===== config.mk =====
export PLATFORM = sky130hd
export DESIGN_NAME = ex_mem_pipeline_reg_flat
export DESIGN_NICKNAME = d
export VERILOG_FILES = /design/src/rtl/ex_mem_pipeline_reg_if.sv /design/src/rtl/ex_mem_pipeline_reg.sv /design/src/flat_wrapper.sv
export SDC_FILE = /design/constraint.sdc
export NUM_CORES = 1
export LEC_CHECK = 0
export CAP_MARGIN = 0
export CORE_UTILIZATION = 43
export CTS_CLUSTER_DIAMETER = 100
export CTS_CLUSTER_SIZE = 10
export DETAILED_ROUTE_END_ITERATION = 10
export PLACE_DENSITY = 0.93
export RECOVER_POWER = 25
export SLEW_MARGIN = 20
export SYNTH_ARGS = -nofsm -noshare
export SYNTH_HDL_FRONTEND = slang
export SYNTH_SLANG_ARGS = --single-unit
export TNS_END_PERCENT = 30

===== constraint.sdc =====
create_clock -name clk -period 6.1 [get_ports clk]
set_input_delay 0.61 -clock clk [delete_from_list [all_inputs] [get_ports clk]]
set_output_delay 0.61 -clock clk [all_outputs]
set_load 0.05 [all_outputs]

===== src/rtl/ex_mem_pipeline_reg_if.sv =====
// EX/MEM pipeline register bus: EX-stage inputs, MEM-side stall/flush,
// the upstream stall and the registered MEM-stage outputs.
interface ex_mem_pipeline_reg_if;
  logic        ex_valid;
  logic [4:0]  ex_alu_select;
  logic [31:0] ex_alu_result;
  logic [31:0] ex_rs2_data;
  logic [4:0]  ex_rd_addr;
  logic        ex_reg_write_en;
  logic        ex_mem_read;
  logic        ex_mem_write;
  logic [2:0]  ex_func3;
  logic        mem_stall;
  logic        flush;
  logic        ex_stall;
  logic        mem_valid;
  logic [31:0] mem_alu_result;
  logic [31:0] mem_rs2_data;
  logic [4:0]  mem_rd_addr;
  logic        mem_reg_write_en;
  logic        mem_mem_read;
  logic        mem_mem_write;
  logic [2:0]  mem_func3;

  // Pipeline side: drives the EX stage and MEM-side controls.
  modport master (
    output ex_valid, ex_alu_select, ex_alu_result, ex_rs2_data, ex_rd_addr,
           ex_reg_write_en, ex_mem_read, ex_mem_write, ex_func3,
           mem_stall, flush,
    input  ex_stall, mem_valid, mem_alu_result, mem_rs2_data, mem_rd_addr,
           mem_reg_write_en, mem_mem_read, mem_mem_write, mem_func3
  );

  // Register side.
  modport slave (
    input  ex_valid, ex_alu_select, ex_alu_result, ex_rs2_data, ex_rd_addr,
           ex_reg_write_en, ex_mem_read, ex_mem_write, ex_func3,
           mem_stall, flush,
    output ex_stall, mem_valid, mem_alu_result, mem_rs2_data, mem_rd_addr,
           mem_reg_write_en, mem_mem_read, mem_mem_write, mem_func3
  );
endinterface


===== src/rtl/ex_mem_pipeline_reg.sv =====
// EX/MEM pipeline register with multi-cycle hold for M-extension ops.
//
// state   | meaning
// --------+-----------------------------------------------------------
// ST_PASS | normal flow; an M op seen here starts the hold
// ST_WAIT | M op held in EX; cnt counts remaining stall cycles
//
// M-extension op codes: MUL=16 MULH=17 MULHSU=18 MULHU=19
//                       DIV=20 DIVU=21 REM=22 REMU=23
module ex_mem_pipeline_reg #(
  parameter int unsigned MD_CYCLES = 2
) (
  input  logic                   clk,
  input  logic                   reset,
  ex_mem_pipeline_reg_if.slave   bus
);

  localparam logic [4:0] ALU_MUL    = 5'd16;
  localparam logic [4:0] ALU_MULH   = 5'd17;
  localparam logic [4:0] ALU_MULHSU = 5'd18;
  localparam logic [4:0] ALU_MULHU  = 5'd19;
  localparam logic [4:0] ALU_DIV    = 5'd20;
  localparam logic [4:0] ALU_DIVU   = 5'd21;
  localparam logic [4:0] ALU_REM    = 5'd22;
  localparam logic [4:0] ALU_REMU   = 5'd23;

  localparam logic       MD_EN   = (MD_CYCLES != 0);
  localparam logic [3:0] MD_LAST = (MD_CYCLES == 0) ? 4'd0 : 4'(MD_CYCLES - 1);

  typedef enum logic {ST_PASS, ST_WAIT} state_t;
  typedef enum logic [1:0] {ACT_HOLD, ACT_LOAD, ACT_BUBBLE} act_t;

  state_t      state, state_nxt;
  logic [3:0]  cnt, cnt_nxt;
  act_t        act;
  logic        is_md;
  logic        md_start;

  logic        valid_q;
  logic [31:0] alu_result_q;
  logic [31:0] rs2_data_q;
  logic [4:0]  rd_addr_q;
  logic        reg_write_en_q;
  logic        mem_read_q;
  logic        mem_write_q;
  logic [2:0]  func3_q;

  // Decode M-extension ops.
  always_comb begin
    is_md = 1'b0;
    case (bus.ex_alu_select)
      ALU_MUL, ALU_MULH, ALU_MULHSU, ALU_MULHU,
      ALU_DIV, ALU_DIVU, ALU_REM, ALU_REMU: is_md = 1'b1;
      default: is_md = 1'b0;
    endcase
  end

  assign md_start = (state == ST_PASS) & bus.ex_valid & is_md & MD_EN;

  // Upstream stall; forced low while reset is asserted.
  assign bus.ex_stall = reset & (bus.mem_stall |
                        (~bus.flush & (md_start | ((state == ST_WAIT) & (cnt != 4'd0)))));

  // Next state, counter and MEM register action, in priority order.
  always_comb begin
    state_nxt = state;
    cnt_nxt   = cnt;
    act       = ACT_HOLD;
    if (bus.mem_stall) begin
      if (bus.flush) begin
        state_nxt = ST_PASS;
        cnt_nxt   = 4'd0;
      end
    end else if (bus.flush) begin
      act       = ACT_BUBBLE;
      state_nxt = ST_PASS;
      cnt_nxt   = 4'd0;
    end else if (state == ST_PASS) begin
      if (md_start) begin
        act       = ACT_BUBBLE;
        cnt_nxt   = MD_LAST;
        state_nxt = ST_WAIT;
      end else begin
        act = ACT_LOAD;
      end
    end else if (cnt != 4'd0) begin
      act     = ACT_BUBBLE;
      cnt_nxt = cnt - 4'd1;
    end else begin
      act       = ACT_LOAD;
      state_nxt = ST_PASS;
    end
  end

  // State and counter registers.
  always_ff @(posedge clk or negedge reset) begin
    if (!reset) begin
      state <= ST_PASS;
      cnt   <= 4'd0;
    end else begin
      state <= state_nxt;
      cnt   <= cnt_nxt;
    end
  end

  // MEM-stage register: load, bubble (data kept) or hold.
  always_ff @(posedge clk or negedge reset) begin
    if (!reset) begin
      valid_q        <= 1'b0;
      alu_result_q   <= 32'd0;
      rs2_data_q     <= 32'd0;
      rd_addr_q      <= 5'd0;
      reg_write_en_q <= 1'b0;
      mem_read_q     <= 1'b0;
      mem_write_q    <= 1'b0;
      func3_q        <= 3'd0;
    end else begin
      case (act)
        ACT_LOAD: begin
          valid_q        <= bus.ex_valid;
          reg_write_en_q <= bus.ex_reg_write_en & bus.ex_valid;
          mem_read_q     <= bus.ex_mem_read & bus.ex_valid;
          mem_write_q    <= bus.ex_mem_write & bus.ex_valid;
          alu_result_q   <= bus.ex_alu_result;
          rs2_data_q     <= bus.ex_rs2_data;
          rd_addr_q      <= bus.ex_rd_addr;
          func3_q        <= bus.ex_func3;
        end
        ACT_BUBBLE: begin
          valid_q        <= 1'b0;
          reg_write_en_q <= 1'b0;
          mem_read_q     <= 1'b0;
          mem_write_q    <= 1'b0;
        end
        default: ;
      endcase
    end
  end

  assign bus.mem_valid        = valid_q;
  assign bus.mem_alu_result   = alu_result_q;
  assign bus.mem_rs2_data     = rs2_data_q;
  assign bus.mem_rd_addr      = rd_addr_q;
  assign bus.mem_reg_write_en = reg_write_en_q;
  assign bus.mem_mem_read     = mem_read_q;
  assign bus.mem_mem_write    = mem_write_q;
  assign bus.mem_func3        = func3_q;

endmodule


===== src/flat_wrapper.sv =====
// flat-port wrapper written by rule: the top's interface ports become plain ports
module ex_mem_pipeline_reg_flat 
#(
  parameter int unsigned MD_CYCLES = 2
)
  (clk, reset, bus_ex_valid, bus_ex_alu_select, bus_ex_alu_result, bus_ex_rs2_data, bus_ex_rd_addr, bus_ex_reg_write_en, bus_ex_mem_read, bus_ex_mem_write, bus_ex_func3, bus_mem_stall, bus_flush, bus_ex_stall, bus_mem_valid, bus_mem_alu_result, bus_mem_rs2_data, bus_mem_rd_addr, bus_mem_reg_write_en, bus_mem_mem_read, bus_mem_mem_write, bus_mem_func3);
  ex_mem_pipeline_reg_if bus_i ();
  input  logic clk;
  input  logic reset;
  input wire logic [$bits(bus_i.ex_valid)-1:0] bus_ex_valid;
  input wire logic [$bits(bus_i.ex_alu_select)-1:0] bus_ex_alu_select;
  input wire logic [$bits(bus_i.ex_alu_result)-1:0] bus_ex_alu_result;
  input wire logic [$bits(bus_i.ex_rs2_data)-1:0] bus_ex_rs2_data;
  input wire logic [$bits(bus_i.ex_rd_addr)-1:0] bus_ex_rd_addr;
  input wire logic [$bits(bus_i.ex_reg_write_en)-1:0] bus_ex_reg_write_en;
  input wire logic [$bits(bus_i.ex_mem_read)-1:0] bus_ex_mem_read;
  input wire logic [$bits(bus_i.ex_mem_write)-1:0] bus_ex_mem_write;
  input wire logic [$bits(bus_i.ex_func3)-1:0] bus_ex_func3;
  input wire logic [$bits(bus_i.mem_stall)-1:0] bus_mem_stall;
  input wire logic [$bits(bus_i.flush)-1:0] bus_flush;
  output wire logic [$bits(bus_i.ex_stall)-1:0] bus_ex_stall;
  output wire logic [$bits(bus_i.mem_valid)-1:0] bus_mem_valid;
  output wire logic [$bits(bus_i.mem_alu_result)-1:0] bus_mem_alu_result;
  output wire logic [$bits(bus_i.mem_rs2_data)-1:0] bus_mem_rs2_data;
  output wire logic [$bits(bus_i.mem_rd_addr)-1:0] bus_mem_rd_addr;
  output wire logic [$bits(bus_i.mem_reg_write_en)-1:0] bus_mem_reg_write_en;
  output wire logic [$bits(bus_i.mem_mem_read)-1:0] bus_mem_mem_read;
  output wire logic [$bits(bus_i.mem_mem_write)-1:0] bus_mem_mem_write;
  output wire logic [$bits(bus_i.mem_func3)-1:0] bus_mem_func3;
  assign bus_i.ex_valid = bus_ex_valid;
  assign bus_i.ex_alu_select = bus_ex_alu_select;
  assign bus_i.ex_alu_result = bus_ex_alu_result;
  assign bus_i.ex_rs2_data = bus_ex_rs2_data;
  assign bus_i.ex_rd_addr = bus_ex_rd_addr;
  assign bus_i.ex_reg_write_en = bus_ex_reg_write_en;
  assign bus_i.ex_mem_read = bus_ex_mem_read;
  assign bus_i.ex_mem_write = bus_ex_mem_write;
  assign bus_i.ex_func3 = bus_ex_func3;
  assign bus_i.mem_stall = bus_mem_stall;
  assign bus_i.flush = bus_flush;
  assign bus_ex_stall = bus_i.ex_stall;
  assign bus_mem_valid = bus_i.mem_valid;
  assign bus_mem_alu_result = bus_i.mem_alu_result;
  assign bus_mem_rs2_data = bus_i.mem_rs2_data;
  assign bus_mem_rd_addr = bus_i.mem_rd_addr;
  assign bus_mem_reg_write_en = bus_i.mem_reg_write_en;
  assign bus_mem_mem_read = bus_i.mem_mem_read;
  assign bus_mem_mem_write = bus_i.mem_mem_write;
  assign bus_mem_func3 = bus_i.mem_func3;
  ex_mem_pipeline_reg #(.MD_CYCLES(MD_CYCLES)) u_core (.clk(clk), .reset(reset), .bus(bus_i));
endmodule

==> results.toml, run 1 <==
[status]
status = "complete, no violations"

[final_layout]
antennaDiodeCount = 0
area_growth_pct = 58.5
fin_nets = 463
fillers = 530
drive_gt1_share_pct = 25.0

[route]
vias = 2323
drc_errors = 0
drtIter0Drc = 68
via_per_inst = 4.85
wl_per_cell_microns = 15.7
wirelength_mm = 7.54
firstDrtPassIters = 4
ant_nets = 0

[synth]
synth_cell_types = 27
yosysSeqAreaShare_pct = 62.7
ys.flop_type = "dfrtp_1"
synth.cell_area_sq_um = 3230
async_flop_share_pct = 100
syn_nets = 303
ys_top_cells_by_count = "dfrtp_1 (81), mux2_2 (74), nand2_1 (10), buf_2 (8), o21ai_0 (5)"
yosysWarnings = 0
synth-edff-count = 0
ys_ff_latch = 81
synth_top_cell_by_area = "dfrtp_1"
postSynthCellCount = 215
yosysMostFrequentCell = "dfrtp_1"
synth.area.top_cells = "dfrtp_1 (63%), mux2_2 (26%), buf_2 (1.2%), ha_1 (1.2%), nand2_1 (1.2%)"
yosysTopAreaCellShare_pct = 62.7
avgSynthCellArea_sq_um = 15.0

[setup_path]
slowest_stage = "ha_2"
crit_chain = "inv_1 > ha_1 > nor3b_2 > mux2i_1 > nor3_1 > ha_2 > buf_4 > mux2_2"
crit_fanout = 37
arrival_ns = 3.44
worstPathRequired_ns = 6.32
path_class = "reg2reg"
cpPeakStageDelay_ns = 0.78
end_kind = "flip-flop"
startpoint_type = "flip-flop"

[cts]
cts_setup_buffers = 0
cts_htree_levels = 3
numCtsBuffers = 9
hold_buffers = 0
clock_latency_ns = 0.33
cts_tree = "yes"
clkSinkCount = 81
cts.clk_slew.worst_paths_ns = 0.07
cts_resized = 0
root_buffer = "clkbuf_8"
cts_buffer_depth = 2

[global_route]
grt-ovfl-total = 0
grt_pass1_vias = 2423
grt_usage_pct = 19.3
antenna_found_initial = 0
grt_pass1_wl_mm = 11.3
grt_max_degree = 84

[worst_hold_path]
hold_path.class = "in2async"

[timing]
clock.fmax_ghz = 0.311
fin_crit_sh_pct = 52.8
setup_viol = 0
tightest_slew_ns = 0.846
hold_viol_final = 0
relSlewSlack_pct = 43.6
rsz0062_at_grt = "false"
skew_ns = 0.00826
fin_ws_ns = 2.88
fin_crit_ns = 3.22
maxSlewViolCount = 0
fin_tns_setup_ns = 0

[power]
p_leak_nw = 2.09
finalPower_mw = 1.95
power.density_nw_per_um2 = 380
peakVddDrop_mv = 0.201

[placement]
io_buffers = 158
preCtsSetupSlack_ns = 2.65
hpwl_mm = 5.63
routabilityCongestion = 0.828

[die]
dieWidth_microns = 88.7
num_io_pins = 162
start_util_pct = 44.6
die_h_microns = 88.7
floorplan.rows = 31
die_area_sq_um = 7870
core_area_sq_um = 7250

[job]
cap_violations = 0
## final cells by class
type	count	area, sq um	share of cell area (%)
Clock buffer	11	151	2.95
Clock inverter	5	77.6	1.51
Inverter	5	21.3	0.415
Multi-Input combinational cell	119	1130	22.1
Sequential cell	81	2030	39.6
Tap cell	99	124	2.42
Timing Repair Buffer	159	1590	31.0
## layer usage
layer | share of wire [%] | up-vias | GRT usage [%] | wire length (microns)
met1 | 37 | 1117 | 20.9 | 2800
met5 | 0 | - | 0 | 0
li1 | - | 1083 | - | -
met3 | 8.6 | 13 | 5.69 | 652
met4 | 1.7 | 0 | 9.09 | 125
met2 | 53 | 110 | 34.8 | 3960
## registers in the layout, summed over array words and instances, names as in the netlist
name,flops
u_core.bus.mem_mem_read,1
u_core.bus.mem_valid,1
u_core.bus.mem_reg_write_en,1
u_core.bus.mem_func3,3
u_core.bus.mem_mem_write,1
u_core.state,1
u_core.bus.mem_rs2_data,32
u_core.bus.mem_rd_addr,5
u_core.bus.mem_alu_result,32
u_core.cnt,4
## cells in the final DEF (no fill, tap or decap), types with 2 or more instances in the layout
cell type,netlist,routed
clkbuf_8,0,11
mux2i_1,2,2
nand3_1,2,2
ha_1,3,2
nand2_1,10,10
o21ai_0,5,5
inv_1,4,4
nand3b_1,2,2
mux2_2,74,74
dfrtp_1,81,81
clkinv_2,0,2
bufinv_16,0,2
clkdlybuf4s50_1,0,157
nor3_1,2,2
o32ai_1,2,2
or4_1,2,2
or3_1,2,2
a21oi_1,4,4
## path summary, 6_finish.rpt
kind | to | slack (ns) | startpoint | depth (start not counted)
setup reg to reg | u_core.bus.mem_rs2_data[5] | 2.88 | u_core.cnt[0] | 8
hold reg to reg | u_core.bus.mem_mem_write | 0.50 | u_core.bus.mem_mem_write | 2
setup / recovery | u_core.bus.mem_rs2_data[5] | 2.88 | u_core.cnt[0] | 8
min in group clk | u_core.bus.mem_mem_write | 0.50 | u_core.bus.mem_mem_write | 2
hold / removal | u_core.bus.mem_func3[2] | 0.32 | reset | 1
max in group asynchronous | u_core.bus.mem_alu_result[24] | 5.30 | reset | 1
## critical path: cells and delay by family (launching register included)
family	cells	cell delay (ns)
buffers and inverters	2	0.65
flip-flops	1	0.40
multiplexers	2	0.54
AND/OR/NAND/NOR	2	0.50
adder cells (fa/ha/maj)	2	0.98
## logic make-up after synthesis
family / share of synthesized area (%)
AND/OR/NAND/NOR: 4.33
buffers and inverters: 2.36
AO/OA/AOI/OAI: 2.82
flip-flops: 62.7
XOR/XNOR: 0.271
adder cells (fa/ha/maj): 1.16
multiplexers: 26.4
## where the power goes
group | switching, mW | internal, mW | total [mW]
combinational | 0.504 | 0.311 | 0.815
sequential | 0.0568 | 0.644 | 0.701
clock | 0.180 | 0.251 | 0.432
## through the flow
stage / instances / hold WS [ns] / utilization (%) / area [sq um]
final: 479 / 0.316 / 70.7 / 5120
after global routing: 479 / 0.362 / 70.7 / 5120
after CTS: 479 / 0.472 / 70.6 / 5120
after detailed placement: 463 / 0.494 / 67.4 / 4890
after global placement: 463 / 0.472 / 67.4 / 4890
after floorplan: 215 / 0.314 / - / 3230
(Power assumes the default switching activity.)
==> run 2, diff against run 1 <==
--- a/config.mk
+++ b/config.mk
@@ -6,11 +6,11 @@
 export NUM_CORES = 1
 export LEC_CHECK = 0
 export CAP_MARGIN = 0
-export CORE_UTILIZATION = 43
+export CORE_UTILIZATION = 36
 export CTS_CLUSTER_DIAMETER = 100
 export CTS_CLUSTER_SIZE = 10
 export DETAILED_ROUTE_END_ITERATION = 10
-export PLACE_DENSITY = 0.93
+export PLACE_DENSITY = 0.84
 export RECOVER_POWER = 25
 export SLEW_MARGIN = 20
 export SYNTH_ARGS = -nofsm -noshare
==> constraint.sdc (replaced) <==
create_clock -name clk -period 2.9 [get_ports clk]
set_input_delay 0.29 -clock clk [delete_from_list [all_inputs] [get_ports clk]]
set_output_delay 0.29 -clock clk [all_outputs]
set_load 0.05 [all_outputs]
==> run 2 against run 1 <==
Effect of this change:
- clock power up 100%
- critical endpoint is now u_core.bus.mem_alu_result[15]
- highest routed layer unchanged
- critical path type unchanged
- largest cell class unchanged
- global-route usage shrank 2.8 points
- wire length down 4.2%
- sequential share of layout area fell by 0.12 points
- combinational power rose by 110%
- clock-buffer cell count unchanged
==> results.toml, run 2 (synthesis gave the netlist of run 1 again) <==
[global_route]
use_met1_pct = 19.8
use_met3_pct = 7.44
grt_pass1_wl_mm = 12.3
grt-ovfl-total = 0
grt_max_degree = 73
antenna_found_initial = 0
grt.busiest_layer = "met2"
grt_pass1_vias = 2537
grt_usage_pct = 16.5
gr-usage-met2_pct = 26.4

[final_layout]
multi_input_area_sq_um = 1130
drive_gt1_share_pct = 24.9
fillers = 699
area_growth_pct = 58.9
final_cell_mix = "clkdlybuf4s50_1 (155), dfrtp_1 (81), mux2_2 (74), nand2_1 (10), clkbuf_8 (9)"
fin_nets = 465
layout_commonest_cell = "clkdlybuf4s50_1"
regArea_sq_um = 2030
antennaDiodeCount = 0

[setup_path]
timing.rr.start = "u_core.cnt[0]"
end_kind = "flip-flop"
timing.rr.end = "u_core.bus.mem_alu_result[15]"
arrival_ns = 2.65
crit_fanout = 72
startpoint_type = "flip-flop"
rr_worst_depth = 8
rrSetupSlack_ns = 0.47
path_class = "reg2reg"
worstPathRequired_ns = 3.12

[route]
ant_nets = 0
drc_errors = 0
vias = 2358
firstDrtPassIters = 4
wirelength_mm = 7.22
wl_per_cell_microns = 14.7
drtIter0Drc = 25
via_per_inst = 4.81

[cts]
cts_htree_levels = 3
clkSinkCount = 81
numCtsBuffers = 9
cts.clk_slew.worst_paths_ns = 0.09
cts_tree = "yes"
cts_resized = 0
cts_buffer_depth = 2
hold_buffers = 1
cts_setup_buffers = 0
root_buffer = "clkbuf_8"
clock_latency_ns = 0.34

[timing]
fin_crit_sh_pct = 83.7
maxSlewViolCount = 0
fin_crit_ns = 2.43
tightest_slew_ns = 1.12
hold_viol_final = 0
relSlewSlack_pct = 25.4
clock.fmax_ghz = 0.412
skew_ns = 0.0131
fin_tns_setup_ns = 0
rsz0062_at_grt = "false"
setup_viol = 0

[power]
p_seq_share_pct = 36.2
power.density_nw_per_um2 = 789
comb_power_share_pct = 42.1
p_clk_share_pct = 21.7
finalPower_mw = 4.06
p_int_mw = 2.50
peakVddDrop_mv = 0.401
power.net_switching_mw = 1.56
p_leak_nw = 2.08
switching_share_pct = 38.5

[die]
floorplan.rows = 34
core_area_sq_um = 8720
num_io_pins = 162
die_h_microns = 96.8
dieWidth_microns = 96.8
die_area_sq_um = 9370
start_util_pct = 37.1

[placement]
routabilityCongestion = 0.784
hpwl_mm = 5.30
io_buffers = 158

[worst_hold_path]
hold_path.class = "in2async"

[job]
cap_violations = 0

[status]
status = "complete, no violations"
-- run 2: changes by cell type in the layout (fill, tap and decap cells not counted) --
cell	previous run	this run
buf_12	0	1
buf_4	1	2
dlygate4sd3_1	0	2
buf_6	1	0
clkinvlp_4	1	2
clkbuf_1	0	2
clkbuf_2	0	1
clkbuf_8	11	9
clkinv_2	2	1
clkdlybuf4s50_1	157	155
-- run 2: how the worst max path moves through the flow --
stage	end	start	slack, ns	cells past startpoint
after global routing	u_core.bus.mem_rs2_data[16]	u_core.cnt[0]	0.25	8
after global placement	u_core.bus.mem_alu_result[1]	u_core.cnt[0]	0.60	8
after CTS	u_core.bus.mem_rd_addr[0]	u_core.cnt[0]	0.49	8
after floorplan	bus_ex_stall	u_core.cnt[0]	0.44	5
final	u_core.bus.mem_alu_result[15]	u_core.cnt[0]	0.47	8
after detailed placement	u_core.bus.mem_alu_result[15]	u_core.cnt[0]	0.50	8
-- run 2: power by group through the flow --
stage | logic [mW] | clock network [mW] | registers [mW]
3_5_place_dp | 1.72 | 0 | 1.49
5_1_grt | 1.78 | 0.955 | 1.50
3_3_place_gp | 1.70 | 0 | 1.48
4_1_cts | 1.73 | 0.909 | 1.47
6_report | 1.71 | 0.880 | 1.47
2_1_floorplan | 0.256 | 0 | 2.29
-- run 2: final cells by class --
class	count	area share, %
flip-flops and latches	81	39.4
repair buffers	161	31.4
multi-input cells	119	22.1
well taps	108	2.63
clock buffers	11	2.56
clock inverters	5	1.56
inverters	5	0.414
-- run 2: worst max-delay path: stages (launching register included) --
cell and delay, ns:
dfrtp_1 0.39, inv_1 0.10, ha_1 0.20, nor3b_2 0.32, mux2_2 0.25, a21o_1 0.12
ha_2 0.19, buf_12 0.33, mux2_2 0.39
-- run 2: layer usage --
metal	share of wire [%]	vias to the layer above
li1	-	1082
met1	39	1161
met2	50	107
met3	9.1	8
met4	1.1	0
met5	0	-
-- run 2: metrics by stage --
step           util (%)  hold slack [ns]  area, sq um  std cells  setup slack [ns]
3_5_place_dp       56.4            0.274         4920        473             0.496
5_1_grt            58.9            0.472         5140        490             0.252
4_1_cts            59.0            0.448         5140        490             0.491
3_3_place_gp       56.4            0.274         4920        473             0.602
6_report           58.9            0.437         5140        490             0.474
2_1_floorplan         -         -0.00559         3230        215             0.442
==> run 3, diff against run 2 <==
==> constraint.sdc (replaced) <==
create_clock -name clk -period 2.03 [get_ports clk]
set_input_delay 0.203 -clock clk [delete_from_list [all_inputs] [get_ports clk]]
set_output_delay 0.203 -clock clk [all_outputs]
set_load 0.05 [all_outputs]
==> run 3 against run 2 <==
Effect of this change:
- the flow now finishes with violations (setup timing)
- non-clock buffer count up 30
- global-route usage rose by 1.7 points
- maximum frequency is 11% higher
- clock-buffer cell count is the same
- sequential power grew 44%
- die area is the same
==> results.toml, run 3 (synthesis gave the netlist of run 1 again) <==
[timing]
fin_crit_ns = 2.18
fin_ws_ns = -0.153
skew_ns = 0.0126
relSlewSlack_pct = 26.1
hold_viol_final = 0
setup_viol = 76
tightest_slew_ns = 1.11
maxSlewViolCount = 0
rsz0062_at_grt = "true"
hold_ws_ns = 0.275
fin_crit_sh_pct = 108
clock.fmax_ghz = 0.458

[route]
ant_nets = 0
wirelength_mm = 9.13
drc_errors = 0
drtIter0Drc = 59
wl_per_cell_microns = 17.6
via_per_inst = 4.90
vias = 2550
firstDrtPassIters = 4

[placement]
routabilityCongestion = 0.788
post-place-cells = 489
hpwl_mm = 5.66
io_buffers = 158
preCtsSetupSlack_ns = -0.145

[final_layout]
area_growth_pct = 80.0
fin_cells = 520
fin_util_pct = 66.8
fin_nets = 495
layout_commonest_cell = "clkdlybuf4s50_1"
antennaDiodeCount = 0
fillers = 622
drive_gt1_share_pct = 31.8
final_cell_mix = "clkdlybuf4s50_1 (156), dfrtp_1 (81), mux2_4 (61), buf_4 (16), mux2_2 (13)"

[power]
peakVddDrop_mv = 0.627
p_leak_nw = 2.52
power.density_nw_per_um2 = 1070
finalPower_mw = 6.24

[setup_path]
path_class = "reg2reg"
worstPathRequired_ns = 2.26
timing.rr.end = "u_core.bus.mem_valid"
timing.rr.start = "u_core.cnt[1]"
startpoint_type = "flip-flop"
rr_worst_depth = 8
rrSetupSlack_ns = -0.15
end_kind = "flip-flop"
arrival_ns = 2.41
crit_fanout = 3

[cts]
clock_latency_ns = 0.35
cts.clk_slew.worst_paths_ns = 0.08
cts_htree_levels = 3
cts_buffer_depth = 2
clkSinkCount = 81
numCtsBuffers = 9
root_buffer = "clkbuf_8"
cts_tree = "yes"

[job]
cap_violations = 0

[global_route]
grt_pass1_vias = 2826
grt_usage_pct = 18.2
grt_pass1_wl_mm = 13.6
antenna_found_initial = 0
grt_max_degree = 47
grt-ovfl-total = 0

[die]
die_area_sq_um = 9370
start_util_pct = 37.1
core_area_sq_um = 8720
die_h_microns = 96.8
num_io_pins = 162
dieWidth_microns = 96.8
floorplan.rows = 34

[worst_hold_path]
hold_path.class = "in2async"

[status]
violations = "setup timing"
status = "finished with violations"
run 3: cell types whose count changed in the layout (fill, tap and decap cells not counted), moves of 3 or more:
cell / before / now
mux2_2: 74 / 13
buf_6: 0 / 4
clkbuf_16: 0 / 3
buf_8: 0 / 3
buf_4: 2 / 16
mux2_4: 0 / 61
run 3: routing by layer:
layer  vias up  GRT usage [%]  part of all wire (%)
met5         -              0                     0
met4         0           7.81                   2.4
met3        20           5.20                   5.7
met2       101           31.9                    52
met1      1284           20.7                    40
li1       1145              -                     -
run 3: how the worst max path moves through the flow:
stage	end	start	slack (ns)	cells after the start
final	u_core.bus.mem_valid	u_core.cnt[1]	-0.15	8
after detailed placement	u_core.bus.mem_alu_result[27]	u_core.cnt[0]	-0.14	8
after global routing	u_core.bus.mem_alu_result[11]	u_core.cnt[1]	-0.23	9
after global placement	u_core.bus.mem_alu_result[28]	u_core.cnt[0]	-0.1	8
after CTS	u_core.bus.mem_rs2_data[4]	u_core.cnt[0]	-0.15	10
after floorplan	u_core.bus.mem_alu_result[10]	u_core.cnt[0]	-0.06	9
run 3: area by class of cell:
| cell class | count | area, sq um | area share, % |
|---|---|---|---|
| Clock buffer | 11 | 131 | 2.26 |
| Clock inverter | 5 | 104 | 1.78 |
| Inverter | 5 | 21.3 | 0.365 |
| Multi-Input combinational cell | 119 | 1420 | 24.3 |
| Sequential cell | 81 | 2030 | 34.8 |
| Tap cell | 108 | 135 | 2.32 |
| Timing Repair Buffer | 191 | 1990 | 34.1 |
run 3: metrics by stage:
| stage | TNS, ns | area (sq um) |
|---|---|---|
| finish | -6.46 | 5820 |
| global route | -14.57 | 5820 |
| CTS | -7.84 | 5590 |
| detailed placement | -8.68 | 5070 |
| global placement | -5.98 | 5070 |
| floorplan | -3.90 | 3250 |
run 3: what timing repair did:
item                       in CTS  in global routing
resized for setup              24                 61
gates cloned                    4                  4
pin swaps                       2                  5
setup endpoints to repair      77                 77
hold endpoints to repair       35                  0
buffers inserted                9                  0
hold buffers                    1                  0
run 3: power by group:
part	internal (mW)	switching [mW]	leakage [nW]
Clock	0.819	0.580	0.118
Sequential	1.94	0.179	0.971
Combinational	1.15	1.57	1.43
Total	3.91	2.33	2.52
run 3: worst max-delay path, stage by stage, from the launching register on:
cell and delay (ns):
dfrtp_1 0.39, inv_2 0.09, ha_4 0.13, nor3b_4 0.22, mux2i_1 0.14, buf_4 0.15
or3_1 0.35, ha_4 0.29, mux2_2 0.32
